===== src/rtl/counter8b_sched_if.sv =====
// Request/grant bundle for the shared 8-bit counter scheduler.
// The master modport drives requests; the slave modport is the scheduler side.
interface counter8b_sched_if;
  logic       req0;
  logic [7:0] tgt0;
  logic       req1;
  logic [7:0] tgt1;
  logic       hold;
  logic       gnt0;
  logic       gnt1;
  logic       done0;
  logic       done1;
  logic       busy;
  logic       dir;
  logic [7:0] count;

  modport master (
    output req0, tgt0, req1, tgt1, hold,
    input  gnt0, gnt1, done0, done1, busy, dir, count
  );

  modport slave (
    input  req0, tgt0, req1, tgt1, hold,
    output gnt0, gnt1, done0, done1, busy, dir, count
  );
endinterface


===== src/rtl/counter8b_sched.sv =====
// Two requesters share one counter. Round-robin arbitration picks an owner.
// The owner's latched target is then walked toward one step per cycle, with hold and abort.
module counter8b_sched (
  input  logic              clk,
  input  logic              reset,
  counter8b_sched_if.slave  bus
);

  typedef enum logic [1:0] {
    IDLE = 2'd0,
    RUN  = 2'd1,
    DONE = 2'd2
  } state_t;

  state_t     state_q, state_d;
  logic [7:0] count_q, count_d;
  logic [7:0] tgt_q, tgt_d;
  logic       dir_q, dir_d;
  logic       owner_q, owner_d;
  logic       last_q, last_d;

  logic       winner;
  logic       owner_req;

  // On a tie the requester that did not win last time takes the grant.
  assign winner    = (bus.req0 && bus.req1) ? ~last_q : bus.req1;
  assign owner_req = owner_q ? bus.req1 : bus.req0;

  always_comb begin
    state_d = state_q;
    count_d = count_q;
    tgt_d   = tgt_q;
    dir_d   = dir_q;
    owner_d = owner_q;
    last_d  = last_q;
    case (state_q)
      IDLE: begin
        if (bus.req0 || bus.req1) begin
          owner_d = winner;
          last_d  = winner;
          tgt_d   = winner ? bus.tgt1 : bus.tgt0;
          state_d = RUN;
        end
      end
      RUN: begin
        // Losing the owner's request beats both hold and completion.
        if (!owner_req) begin
          state_d = IDLE;
        end else if (!bus.hold) begin
          if (count_q < tgt_q) begin
            count_d = count_q + 8'd1;
            dir_d   = 1'b1;
          end else if (count_q > tgt_q) begin
            count_d = count_q - 8'd1;
            dir_d   = 1'b0;
          end else begin
            state_d = DONE;
          end
        end
      end
      DONE: begin
        state_d = IDLE;
      end
      default: begin
        state_d = IDLE;
      end
    endcase
  end

  always_ff @(posedge clk or posedge reset) begin
    if (reset) begin
      state_q <= IDLE;
      count_q <= 8'd0;
      tgt_q   <= 8'd0;
      dir_q   <= 1'b0;
      owner_q <= 1'b0;
      last_q  <= 1'b1;
    end else begin
      state_q <= state_d;
      count_q <= count_d;
      tgt_q   <= tgt_d;
      dir_q   <= dir_d;
      owner_q <= owner_d;
      last_q  <= last_d;
    end
  end

  // Outputs decode straight from flops so an async reset clears them at once.
  assign bus.busy  = (state_q != IDLE);
  assign bus.gnt0  = bus.busy && !owner_q;
  assign bus.gnt1  = bus.busy &&  owner_q;
  assign bus.done0 = (state_q == DONE) && !owner_q;
  assign bus.done1 = (state_q == DONE) &&  owner_q;
  assign bus.dir   = dir_q;
  assign bus.count = count_q;

endmodule


===== src/flat_wrapper.sv =====
// flat-port wrapper written by rule: the top's interface ports become plain ports
module counter8b_sched_flat 
  (clk, reset, bus_req0, bus_tgt0, bus_req1, bus_tgt1, bus_hold, bus_gnt0, bus_gnt1, bus_done0, bus_done1, bus_busy, bus_dir, bus_count);
  counter8b_sched_if bus_i ();
  input  logic clk;
  input  logic reset;
  input wire logic [$bits(bus_i.req0)-1:0] bus_req0;
  input wire logic [$bits(bus_i.tgt0)-1:0] bus_tgt0;
  input wire logic [$bits(bus_i.req1)-1:0] bus_req1;
  input wire logic [$bits(bus_i.tgt1)-1:0] bus_tgt1;
  input wire logic [$bits(bus_i.hold)-1:0] bus_hold;
  output wire logic [$bits(bus_i.gnt0)-1:0] bus_gnt0;
  output wire logic [$bits(bus_i.gnt1)-1:0] bus_gnt1;
  output wire logic [$bits(bus_i.done0)-1:0] bus_done0;
  output wire logic [$bits(bus_i.done1)-1:0] bus_done1;
  output wire logic [$bits(bus_i.busy)-1:0] bus_busy;
  output wire logic [$bits(bus_i.dir)-1:0] bus_dir;
  output wire logic [$bits(bus_i.count)-1:0] bus_count;
  assign bus_i.req0 = bus_req0;
  assign bus_i.tgt0 = bus_tgt0;
  assign bus_i.req1 = bus_req1;
  assign bus_i.tgt1 = bus_tgt1;
  assign bus_i.hold = bus_hold;
  assign bus_gnt0 = bus_i.gnt0;
  assign bus_gnt1 = bus_i.gnt1;
  assign bus_done0 = bus_i.done0;
  assign bus_done1 = bus_i.done1;
  assign bus_busy = bus_i.busy;
  assign bus_dir = bus_i.dir;
  assign bus_count = bus_i.count;
  counter8b_sched u_core (.clk(clk), .reset(reset), .bus(bus_i));
endmodule

===== config.mk =====
export PLATFORM = sky130hd
export DESIGN_NAME = counter8b_sched_flat
export DESIGN_NICKNAME = d
export VERILOG_FILES = /design/src/rtl/counter8b_sched_if.sv /design/src/rtl/counter8b_sched.sv /design/src/flat_wrapper.sv
export SDC_FILE = /design/constraint.sdc
export NUM_CORES = 1
export LEC_CHECK = 0
export ABC_AREA = 1
export CORE_MARGIN = 8
export CORE_UTILIZATION = 44
export DETAILED_ROUTE_END_ITERATION = 8
export PLACE_DENSITY = 0.82
export SETUP_SLACK_MARGIN = 0.4
export SLEW_MARGIN = 20
export SYNTH_ARGS = -nofsm -noshare
export SYNTH_HDL_FRONTEND = slang
export SYNTH_SLANG_ARGS = --single-unit
export TNS_END_PERCENT = 100

===== constraint.sdc =====
create_clock -name clk -period 2.25 [get_ports clk]
set_clock_uncertainty 0.05 [all_clocks]
set_input_delay 0.45 -clock clk [delete_from_list [all_inputs] [get_ports clk]]
set_output_delay 0.45 -clock clk [all_outputs]
set_load 0.05 [all_outputs]

==> run summary <==
status = complete, but fails checks
failing checks = setup timing
drt first pass iters = 4
CTS Root Buffer Type = clkbuf_4
core area = 3080 sq um
Residual DRC = 0
Die H = 72.9 um
Yosys reg bits = 21
critical path arrival = 2430 ps
cts bufs inserted = 3
post-synthesis area per instance = 7.99 sq um
clock-pin slew on the worst setup and hold paths = 130 ps
Antenna Nets Post-Route = 0
aggregate global-route resource usage = 15.0%
syn nets = 214
CP Max Fanout = 5
sequential area share after synthesis = 37.0%
total of warnings raised by yosys = 0
Max Slew Vio Count = 0
most frequent CP cell = nand2_1
Area growth syn-to-layout = 57.4%
Fin. Hold Viols = 0
crit-path cells = ha_1 -> nand2_1 -> nor2_2 -> nand2_4 -> nand2_4 -> ha_4 -> a21oi_4 -> nand2_2 -> a21oi_2 -> inv_1 -> nand2_1 -> nand2_1 -> nand2_1 -> nand2_1
RSZ-0062 raised after global routing = yes
Crit-path slowest cell = dfrtp_2
HP Class = input port to asynchronous set/reset pin
crit path launch type = flop
largest net degree at the start of global routing = 22
Synth cell types = 27
Final period util = 100%
share of post-route cells with drive strength above 1 = 41.1%
multi-input logic area = 1050 sq um
Min Hold Slack = 391 ps
IO Count = 35
critical path required time = 2430 ps
DRT iter0 DRCs = 45
Max Clock Freq = 444 MHz
Worst-Margin Slew = 489 ps
WL/cell = 14.8 um
Starting Density = 46.2%
routed vias = 1,434
via/cell ratio = 5.12
Post-Syn Area = 1420 sq um
post-route setup slack = -2.18 ps
Placer Congestion = 0.813
vias in the first global route = 1,402
WL final = 4130 um
CTS tree = yes
MaxCap Viol Count = 0
final setup fails = 1
most common cell after layout, fill and taps aside = nand2_1
Port-buffer cells = 34
CP endpoint kind = flop
FF/Latch Area = 537 sq um
max incr delay on CP = 450 ps
clk buf depth = 2
# diodes = 0
CTS Sinks = 21
Post-Syn Instances = 178
most frequent cells in the layout = nand2_1 (35), buf_4 (23), clkdlybuf4s50_1 (20)
first-pass GRT wire length = 6420 um
Detail Placement HPWL = 2840 um
gr ovfl total = 0
die area = 5310 sq um
nets = 273
H-tree Lvls = 1
initial antenna violation count = 0
number of fill cells = 218
Slew headroom = 67.5%
Final Critical Period = 2250 ps
dpl cell area = 2040 sq um
Worst Setup Path Type = flop to flop
Finished Cell Area = 2240 sq um
Worst-Skew Late Latency = 320 ps
hold_buf cts = 0
Die X = 72.9 um
Cell Rows = 20
[per-stage QoR]
step | std cells | util, % | setup TNS [ps] | worst slack, ps
2_1_floorplan | 178 | - | -40.8 | -40.8
3_3_place_gp | 264 | 66.1 | 0 | 49.2
3_5_place_dp | 264 | 66.1 | -37.4 | -37.4
4_1_cts | 274 | 69.9 | 0 | 51.8
5_1_grt | 280 | 72.8 | -200 | -124
6_report | 280 | 72.8 | -2.18 | -2.18
[routing by layer]
metal / share of wire (%) / GRT usage, % / vias up / wire length, um
met2: 53 / 27.5 / 34 / 2210
li1: - / - / 705 / -
met5: 0 / 0 / - / 0
met1: 42 / 17.0 / 689 / 1720
met3: 3.1 / 2.88 / 6 / 128
met4: 1.7 / 4.44 / 0 / 72
[worst paths after layout]
kind / startpoint / endpoint / slack, ps / cells past startpoint
setup / recovery: u_core.bus.count[4] / u_core.bus.count[7] / -2 / 14
hold / removal: reset / u_core.tgt_q[7] / 390 / 3
setup reg to reg: u_core.bus.count[4] / u_core.bus.count[7] / -2 / 14
hold reg to reg: u_core.last_q / u_core.last_q / 420 / 2
max in group asynchronous: reset / u_core.last_q / 1460 / 3
min in group clk: u_core.last_q / u_core.last_q / 420 / 2
[Yosys cell counts]
| cell | instances | area (sq um) |
|---|---|---|
| o21ai_0 | 12 | 60.1 |
| fa_1 | 1 | 20.0 |
| dfrtp_1 | 20 | 500 |
| nand3_1 | 6 | 30.0 |
| a21oi_1 | 8 | 40.0 |
| nand4_1 | 1 | 6.26 |
| o22ai_1 | 7 | 43.8 |
| inv_2 | 1 | 3.75 |
| nand2_2 | 2 | 12.5 |
| inv_1 | 24 | 90.1 |
| a31oi_1 | 1 | 6.26 |
| buf_6 | 2 | 22.5 |
| o21ai_1 | 4 | 20.0 |
| a21o_1 | 1 | 7.51 |
| o21ai_2 | 3 | 26.3 |
| nand2_1 | 40 | 150 |
| nor3_1 | 3 | 15.0 |
| nor2_2 | 2 | 12.5 |
| or2_1 | 1 | 6.26 |
| ha_1 | 14 | 175 |
| nand2_4 | 1 | 11.3 |
| dfstp_2 | 1 | 26.3 |
| nor2_4 | 1 | 11.3 |
| a21oi_4 | 1 | 16.3 |
| xor2_1 | 2 | 17.5 |
| xnor2_1 | 4 | 35.0 |
| nor2_1 | 15 | 56.3 |
[layout make-up]
| cell class | instances | area share, % |
|---|---|---|
| Tap cell | 44 | 2.46 |
| Multi-Input combinational cell | 132 | 46.7 |
| Timing Repair Buffer | 54 | 21.5 |
| Inverter | 25 | 4.19 |
| Clock buffer | 4 | 1.17 |
| Sequential cell | 21 | 24.0 |
[repair_timing]
item                                    in CTS  in global routing
gates resized for setup                     42                 17
pin swaps                                   13                  7
buffers inserted                             5                  5
gates cloned                                 1                  1
endpoints found under the setup margin      19                 12
[registers in the layout (all words and copies together), names as in the netlist]
signal / flops
u_core.bus.count: 8
u_core.tgt_q: 8
u_core.state_q: 2
u_core.bus.dir: 1
u_core.last_q: 1
u_core.owner_q: 1
[kinds of logic (layout without fill, tap and decap cells)]
| family | Yosys count | count (layout) | synth area share (%) |
|---|---|---|---|
| XOR/XNOR | 6 | 6 | 3.69 |
| buffers and inverters | 27 | 83 | 8.18 |
| flip-flops | 21 | 21 | 37.0 |
| AO/OA/AOI/OAI | 37 | 37 | 15.5 |
| adder cells (fa/ha/maj) | 15 | 15 | 13.7 |
| AND/OR/NAND/NOR | 72 | 74 | 21.9 |
[worst max-delay path: cells and delay by family (launching register included)]
family | cells | cell delay, ps
adders and majority gates | 2 | 530
and+or+nand+nor | 9 | 780
DFF | 1 | 450
AOI/OAI and AO/OA | 2 | 310
buffers and inverters | 1 | 50
Power is left out: the tool's default activity adds up to more than one toggle a clock period on the data nets, which glitch-free logic cannot reach.
